===== src/rtl/wca_lime_iq_port.sv =====
// Interleaved I/Q port: RX word-pair assembly with DC removal and test patterns,
// plus a TX pair FIFO serialised onto an alternating I/Q word bus.
module wca_lime_iq_port #(
  parameter int unsigned WIDTH     = 12,
  parameter int unsigned FIFO_LOG2 = 2,
  parameter int unsigned DC_SHIFT  = 10
) (
  input  logic                 i_clock,
  input  logic                 i_reset,
  input  logic                 i_aclr,
  input  logic [7:0]           i_ctrl,
  input  logic                 i_rx_iqsel,
  input  logic [WIDTH-1:0]     i_rx_data,
  output logic [2*WIDTH-1:0]   o_rx_iq,
  output logic                 o_rx_strobe,
  input  logic [2*WIDTH-1:0]   i_tx_iq,
  input  logic                 i_tx_valid,
  output logic                 o_tx_ready,
  output logic                 o_tx_iqsel,
  output logic [WIDTH-1:0]     o_tx_data,
  output logic                 o_tx_underflow,
  output logic [2*WIDTH-1:0]   o_rx_dc
);
  localparam int unsigned        DEPTH    = 2 ** FIFO_LOG2;
  localparam int unsigned        AW       = WIDTH + DC_SHIFT;
  localparam logic [FIFO_LOG2:0] CNT_FULL = (FIFO_LOG2 + 1)'(DEPTH);
  localparam logic [WIDTH-1:0]   PAT_POS  = WIDTH'(256);
  localparam logic [WIDTH-1:0]   PAT_NEG  = WIDTH'(-256);

  // acc + x - (acc >>> DC_SHIFT), all in two's complement modulo 2**AW
  function automatic logic [AW-1:0] f_acc_next(input logic [AW-1:0] acc,
                                               input logic [WIDTH-1:0] x);
    logic [AW-1:0] x_ext;
    logic [AW-1:0] est_ext;
    x_ext   = {{DC_SHIFT{x[WIDTH-1]}}, x};
    est_ext = {{DC_SHIFT{acc[AW-1]}}, acc[AW-1:DC_SHIFT]};
    return acc + x_ext - est_ext;
  endfunction

  function automatic logic [WIDTH-1:0] f_sub_sat(input logic [WIDTH-1:0] a,
                                                 input logic [WIDTH-1:0] b);
    logic [WIDTH:0] d;
    d = {a[WIDTH-1], a} - {b[WIDTH-1], b};
    if (d[WIDTH] != d[WIDTH-1]) return {d[WIDTH], {(WIDTH-1){~d[WIDTH]}}};
    return d[WIDTH-1:0];
  endfunction

  // RX side
  logic [AW-1:0]      r_acc_i, r_acc_q;
  logic [WIDTH-1:0]   w_est_i, w_est_q;
  logic               r_have_i;
  logic [WIDTH-1:0]   r_i_raw, r_i_corr, r_ramp;
  logic [2*WIDTH-1:0] r_rx_iq, w_pair;
  logic               r_rx_strobe;
  logic               w_i_take, w_pair_done;

  // TX side
  logic [2*WIDTH-1:0] r_mem [DEPTH];
  logic [FIFO_LOG2-1:0] r_wptr, r_rptr;
  logic [FIFO_LOG2:0] r_count;
  logic [2*WIDTH-1:0] r_hold, w_hold_nx;
  logic               r_tx_iqsel, r_underflow;
  logic [WIDTH-1:0]   r_tx_data, w_tx_data_nx;
  logic               w_empty, w_push, w_pop, w_pop_ok, w_iqsel_nx;
  logic               w_unused_ctrl5;

  assign w_unused_ctrl5 = i_ctrl[5];

  assign w_est_i     = r_acc_i[AW-1:DC_SHIFT];
  assign w_est_q     = r_acc_q[AW-1:DC_SHIFT];
  assign w_i_take    = i_ctrl[6] & i_rx_iqsel;
  assign w_pair_done = i_ctrl[6] & ~i_rx_iqsel & r_have_i;

  always_comb begin
    w_pair = r_hold;
    unique case (i_ctrl[1:0])
      2'd0: w_pair = r_hold;
      2'd1: w_pair = {f_sub_sat(i_rx_data, w_est_q), r_i_corr};
      2'd2: w_pair = {i_rx_data, r_i_raw};
      2'd3: w_pair = i_ctrl[4] ? {~r_ramp, r_ramp} : {PAT_NEG, PAT_POS};
    endcase
  end

  always_ff @(posedge i_clock or posedge i_reset) begin
    if (i_reset) begin
      r_acc_i <= '0; r_acc_q <= '0; r_have_i <= 1'b0; r_i_raw <= '0;
      r_i_corr <= '0; r_ramp <= '0; r_rx_iq <= '0; r_rx_strobe <= 1'b0;
    end else if (i_aclr) begin
      r_acc_i <= '0; r_acc_q <= '0; r_have_i <= 1'b0; r_i_raw <= '0;
      r_i_corr <= '0; r_ramp <= '0; r_rx_iq <= '0; r_rx_strobe <= 1'b0;
    end else begin
      r_rx_strobe <= w_pair_done;
      if (w_i_take) begin
        r_have_i <= 1'b1;
        r_i_raw  <= i_rx_data;
        r_i_corr <= f_sub_sat(i_rx_data, w_est_i);
        r_acc_i  <= f_acc_next(r_acc_i, i_rx_data);
      end
      if (w_pair_done) begin
        r_have_i <= 1'b0;
        r_rx_iq  <= w_pair;
        r_acc_q  <= f_acc_next(r_acc_q, i_rx_data);
        if (i_ctrl[1:0] == 2'd3 && i_ctrl[4]) r_ramp <= r_ramp + 1'b1;
      end
    end
  end

  assign w_empty    = (r_count == '0);
  assign o_tx_ready = (r_count != CNT_FULL);
  assign w_push     = i_tx_valid & o_tx_ready;
  // A pop happens on every enabled edge where the bus is about to carry I.
  assign w_pop      = i_ctrl[7] & ~r_tx_iqsel;
  assign w_pop_ok   = w_pop & ~w_empty;
  assign w_iqsel_nx = w_pop;
  assign w_hold_nx  = w_pop ? (w_empty ? '0 : r_mem[r_rptr]) : r_hold;

  always_comb begin
    w_tx_data_nx = '0;
    unique case (i_ctrl[3:2])
      2'd0: w_tx_data_nx = i_rx_data;
      2'd1: w_tx_data_nx = w_iqsel_nx ? w_hold_nx[WIDTH-1:0] : w_hold_nx[2*WIDTH-1:WIDTH];
      2'd2: w_tx_data_nx = w_iqsel_nx ? PAT_POS : PAT_NEG;
      2'd3: w_tx_data_nx = '0;
    endcase
  end

  always_ff @(posedge i_clock) begin
    if (w_push) r_mem[r_wptr] <= i_tx_iq;
  end

  always_ff @(posedge i_clock or posedge i_reset) begin
    if (i_reset) begin
      r_wptr <= '0; r_rptr <= '0; r_count <= '0; r_hold <= '0;
      r_tx_iqsel <= 1'b0; r_tx_data <= '0; r_underflow <= 1'b0;
    end else if (i_aclr) begin
      r_wptr <= '0; r_rptr <= '0; r_count <= '0; r_hold <= '0;
      r_tx_iqsel <= 1'b0; r_tx_data <= '0; r_underflow <= 1'b0;
    end else begin
      r_tx_iqsel <= w_iqsel_nx;
      r_tx_data  <= w_tx_data_nx;
      r_hold     <= w_hold_nx;
      if (w_pop && w_empty) r_underflow <= 1'b1;
      if (w_push) r_wptr <= r_wptr + 1'b1;
      if (w_pop_ok) r_rptr <= r_rptr + 1'b1;
      if (w_push && !w_pop_ok) r_count <= r_count + 1'b1;
      else if (!w_push && w_pop_ok) r_count <= r_count - 1'b1;
    end
  end

  assign o_rx_iq        = r_rx_iq;
  assign o_rx_strobe    = r_rx_strobe;
  assign o_tx_iqsel     = r_tx_iqsel;
  assign o_tx_data      = r_tx_data;
  assign o_tx_underflow = r_underflow;
  assign o_rx_dc        = {w_est_q, w_est_i};

endmodule


===== config.mk =====
export PLATFORM = sky130hd
export DESIGN_NAME = wca_lime_iq_port
export DESIGN_NICKNAME = d
export VERILOG_FILES = /design/src/rtl/wca_lime_iq_port.sv
export SDC_FILE = /design/constraint.sdc
export NUM_CORES = 1
export LEC_CHECK = 0
export ABC_AREA = 1
export ABC_CLOCK_PERIOD_IN_PS = 6600
export CAP_MARGIN = 20
export CORE_MARGIN = 8
export CORE_UTILIZATION = 45
export DETAILED_ROUTE_END_ITERATION = 6
export HOLD_SLACK_MARGIN = 0.06
export PLACE_DENSITY = 0.67
export SYNTH_ARGS = -nofsm -noshare
export SYNTH_HDL_FRONTEND = slang
export SYNTH_SLANG_ARGS = --single-unit

===== constraint.sdc =====
create_clock -name i_clock -period 6.6 [get_ports i_clock]
set_input_delay 1.32 -clock i_clock [delete_from_list [all_inputs] [get_ports i_clock]]
set_output_delay 1.32 -clock i_clock [all_outputs]
set_load 0.03 [all_outputs]

==> reports/qor.csv <==
stage;metric;value;unit
worst_setup_path;Crit path buffers/inverters;3;
clock_network;Setup Buffers After CTS;0;
timing;Slew Limit Fails;0;
timing;Setup Skew;0.0160;ns
yosys;Cell Area, Synth;15300;sq um
pwr;leakage;7.95;nW
worst_setup_path;Critical Path Max Stage Delay;0.85;ns
global_routing;initial antenna violation count;0;
routing;drt total wl;43.6;mm
routing;drt first-iter violations;1037;
layout;Multi-input gate area;7270;sq um
pwr;Peak VDD IR;0.000254;V
worst_setup_path;cell chain of the critical path;clkdlybuf4s50_1 -> inv_1 -> fa_1 -> fa_1 -> inv_1 -> nand2_1 -> o21ai_2 -> a21boi_0 -> o21ai_0 -> nand3_1 -> nand2_1 -> nand2_1 -> nand3_1 -> o21ai_0;
layout;Layout Cells excl Fill;2370;
yosys;Distinct cells, synth;49;
timing;setup TNS;0;ns
floorplan;Core Area;33400;sq um
yosys;sequential share of the synthesized area;43.6;%
worst_setup_path;Top Family by Delay on Critical Path;buffers and inverters;
layout;register area;6660;sq um
place;Final HPWL DP;32.3;mm
timing;final hold vios;0;
pwr;Cell Int Power;0.00364;W
yosys;top_reg_cell synth;dfrtp_1;
pwr;Seq pwr share;30.1;%
yosys;flop and latch count out of synthesis;247;
floorplan;Starting Density;45.7;%
global_routing;vias in the first global route;12617;
yosys;FFs w/ async S/R, synth;61.1;%
floorplan;row cnt;67;
layout;number of diodes;0;
clock_network;TritonCTS Buffers;26;
timing;RSZ-0062 raised after global routing;false;
timing;worst rel slew slack;36.9;%
clock_network;Clock transition at path regs;0.06;ns
clock_network;Max clock buf depth;3;
floorplan;Die Wd;200;um
global_routing;first-pass GRT wire length;69.4;mm
routing;1st-pass router iterations;5;
min_path;Worst Hold Class;reg -> reg;
place;dpl cells;2323;
floorplan;Die Area;40100;sq um
layout;cell area after layout;17600;sq um
worst_setup_path;Crit Path Class;in -> reg;
timing;minimum clock period;4.51;ns
pwr;switching power;0.00269;W
timing;fmax;0.222;GHz
timing;period utilisation layout;68.3;%
worst_setup_path;Crit Path Max Fanout;7;
global_routing;pin count of the biggest net entering global routing;101;
layout;share of layout cells above drive strength 1;4.68;%
pwr;pwr dens;360;nW/um^2
routing;Via Count;12790;
pwr;combinational group share of total power;46.3;%
worst_setup_path;Critical Path Source;i_rx_data[1];
routing;ANT nets after route;0;
pwr;sw frac;42.5;%
worst_setup_path;slowest stage cell, crit path;clkdlybuf4s50_1;
yosys;EDFF count, synth;96;
global_routing;Global Route Usage Sum;21.3;%
timing;Worst Max-Slew Pin Slew;0.945;ns
yosys;syn nets;1994;
min_path;min-delay src;r_i_corr[3]$_DFFE_PP0P_;
worst_setup_path;Worst setup EP type;flop;
worst_setup_path;Worst Path Required;6.99;ns
global_routing;gr ovfl total;0;
layout;synth-to-layout area growth;15.0;%
place;port bufs;111;
worst_setup_path;Arr. time, crit path;4.90;ns
worst_setup_path;worst flop-to-flop path startpoint;r_acc_i[10]$_DFFE_PP0P_;
floorplan;Die Span Y;200;um
pwr;Clk pwr share;23.6;%
layout;fin nets;2070;
run;max_cap viols;0;
clock_network;Hold-fix buffers, CTS;0;
yosys;Mapped Avg Cell Area;8.36;sq um
routing;Vias/cell;5.40;
clock_network;CTS resizes;0;
timing;final setup vio count;0;
place;Placed Area;16700;sq um
clock_network;worst-skew pair later-pin latency;0.56;ns
yosys;Synth Instances;1827;
floorplan;io pins;113;
worst_setup_path;cell mode on critical path;nand2_1;
clock_network;CTS sink count;247;
place;RD Place Congestion;0.915;
status;outcome;finished, final reports clean;
routing;Wirelength per Cell;18.4;um
worst_setup_path;Startpoint Class;input pin;
clock_network;H-tree lvl count;1;
clock_network;CTS root buf;clkbuf_16;
routing;# DRC;0;
clock_network;CTS tree;done;
yosys;YS warnings;0;
layout;Fillers;3113;
[cell usage after synthesis (3+ instances only)]
| master | n | share of area (%) |
|---|---|---|
| nand2_4 | 3 | 0.22 |
| o21ai_0 | 175 | 5.7 |
| o31ai_1 | 3 | 0.15 |
| a22oi_1 | 8 | 0.39 |
| a221oi_1 | 11 | 0.63 |
| dfrtp_1 | 151 | 25 |
| nand4_1 | 19 | 0.78 |
| nand3_1 | 80 | 2.6 |
| o211ai_1 | 6 | 0.29 |
| nand3b_1 | 6 | 0.29 |
| o21a_1 | 6 | 0.29 |
| a21oi_1 | 110 | 3.6 |
| clkbuf_1 | 43 | 1.1 |
| ha_1 | 73 | 6.0 |
| nor2_1 | 170 | 4.2 |
| nor3_1 | 19 | 0.62 |
| nand2_1 | 380 | 9.3 |
| o22ai_1 | 47 | 1.9 |
| a31oi_1 | 7 | 0.29 |
| fa_1 | 45 | 5.9 |
| o21bai_1 | 7 | 0.34 |
| buf_4 | 27 | 1.3 |
| xor2_1 | 16 | 0.92 |
| xnor2_1 | 14 | 0.80 |
| buf_2 | 4 | 0.13 |
| inv_1 | 253 | 6.2 |
| a21o_1 | 6 | 0.29 |
| edfxtp_1 | 96 | 19 |
| buf_1 | 3 | 0.074 |
| o21ai_1 | 8 | 0.26 |
| inv_2 | 4 | 0.098 |
[logic make-up (layout without fill, tap and decap cells)]
kind of cell | after synthesis | after routing | share of synthesized area [%]
compound gates | 403 | 403 | 14.7
xor+xnor | 31 | 31 | 1.83
flops | 247 | 247 | 43.6
simple gates | 693 | 693 | 19.0
fa+ha+maj | 118 | 118 | 11.9
buf+inv | 335 | 430 | 8.98
[final timing paths]
check	endpoint	slack (ns)	cells past startpoint
worst max register to register	r_acc_i[10]$_DFFE_PP0P_	3.40	15
max in group asynchronous	r_acc_i[18]$_DFFE_PP0P_	4.00	3
worst min register to register	r_i_corr[3]$_DFFE_PP0P_	0.48	2
min in group asynchronous	o_rx_iq[12]$_DFFE_PP0N_	1.32	2
worst min-delay path	r_i_corr[3]$_DFFE_PP0P_	0.48	2
worst max-delay path	r_acc_i[10]$_DFFE_PP0P_	2.09	14
[flip-flops by register name, indices dropped and copies added, names as in the netlist]
signal          flops
r_hold             24
r_acc_i            22
o_tx_iqsel          1
o_tx_underflow      1
o_rx_iq            24
r_have_i            1
r_mem              96
r_count             3
r_rptr              2
o_rx_strobe         1
r_i_corr           12
r_i_raw            12
r_wptr              2
r_ramp             12
r_acc_q            22
o_tx_data          12
[through the flow]
stage,utilization (%),setup WS (ns),hold WS (ns),total power [W]
floorplan,-,1.22,0.444,0.00408
global placement,49.9,1.62,0.462,0.00478
detailed placement,49.9,1.58,0.461,0.00482
CTS,52.5,2.15,0.479,0.00633
global route,52.5,1.82,0.504,0.00683
finish,52.5,2.09,0.478,0.00633
[power by group through the flow]
stage | registers [W] | logic (W) | clock network [W]
floorplan | 0.00191 | 0.00218 | 0
global placement | 0.00193 | 0.00285 | 0
detailed placement | 0.00194 | 0.00289 | 0
CTS | 0.00191 | 0.00290 | 0.00152
global route | 0.00193 | 0.00332 | 0.00158
finish | 0.00191 | 0.00293 | 0.00149
[layer usage]
layer | wire (um) | share of wire, % | track usage [%] | vias to the layer above
li1 | - | - | - | 6198
met1 | 19100 | 44 | 27.9 | 6138
met2 | 20900 | 48 | 36.4 | 382
met3 | 2090 | 4.8 | 2.47 | 72
met4 | 1500 | 3.4 | 7.25 | 0
met5 | 0 | 0 | 0 | -
[final cells by class]
class | instances | share of cell area, %
clock buffer | 37 | 4.40
clock inverter | 10 | 0.648
inverter | 257 | 5.52
multi-input combinational | 1245 | 41.4
sequential | 247 | 37.9
tap | 448 | 3.19
timing repair buffer | 126 | 6.94
[cell usage in the layout, fill, tap and decap left out, types with 5 or more instances in the layout]
cell type,n
nand2_1,380
inv_1,252
o21ai_0,175
nor2_1,165
dfrtp_1,151
a21oi_1,110
clkdlybuf4s50_1,110
edfxtp_1,96
nand3_1,80
ha_1,73
o22ai_1,47
fa_1,45
clkbuf_16,26
nand4_1,19
nor3_1,19
xor2_1,16
buf_4,15
xnor2_1,14
a221oi_1,11
o21ai_1,8
a22oi_1,8
o21bai_1,7
a31oi_1,7
clkbuf_8,7
o21a_1,6
nand3b_1,6
a21o_1,6
o211ai_1,6
nor2_2,5
[worst min-delay path: stages, from the launching register on]
cell	delay [ns]
dfrtp_1	0.34
nand2_1	0.05
nand2_1	0.05
Note: power is estimated with default switching activity, not from simulation.
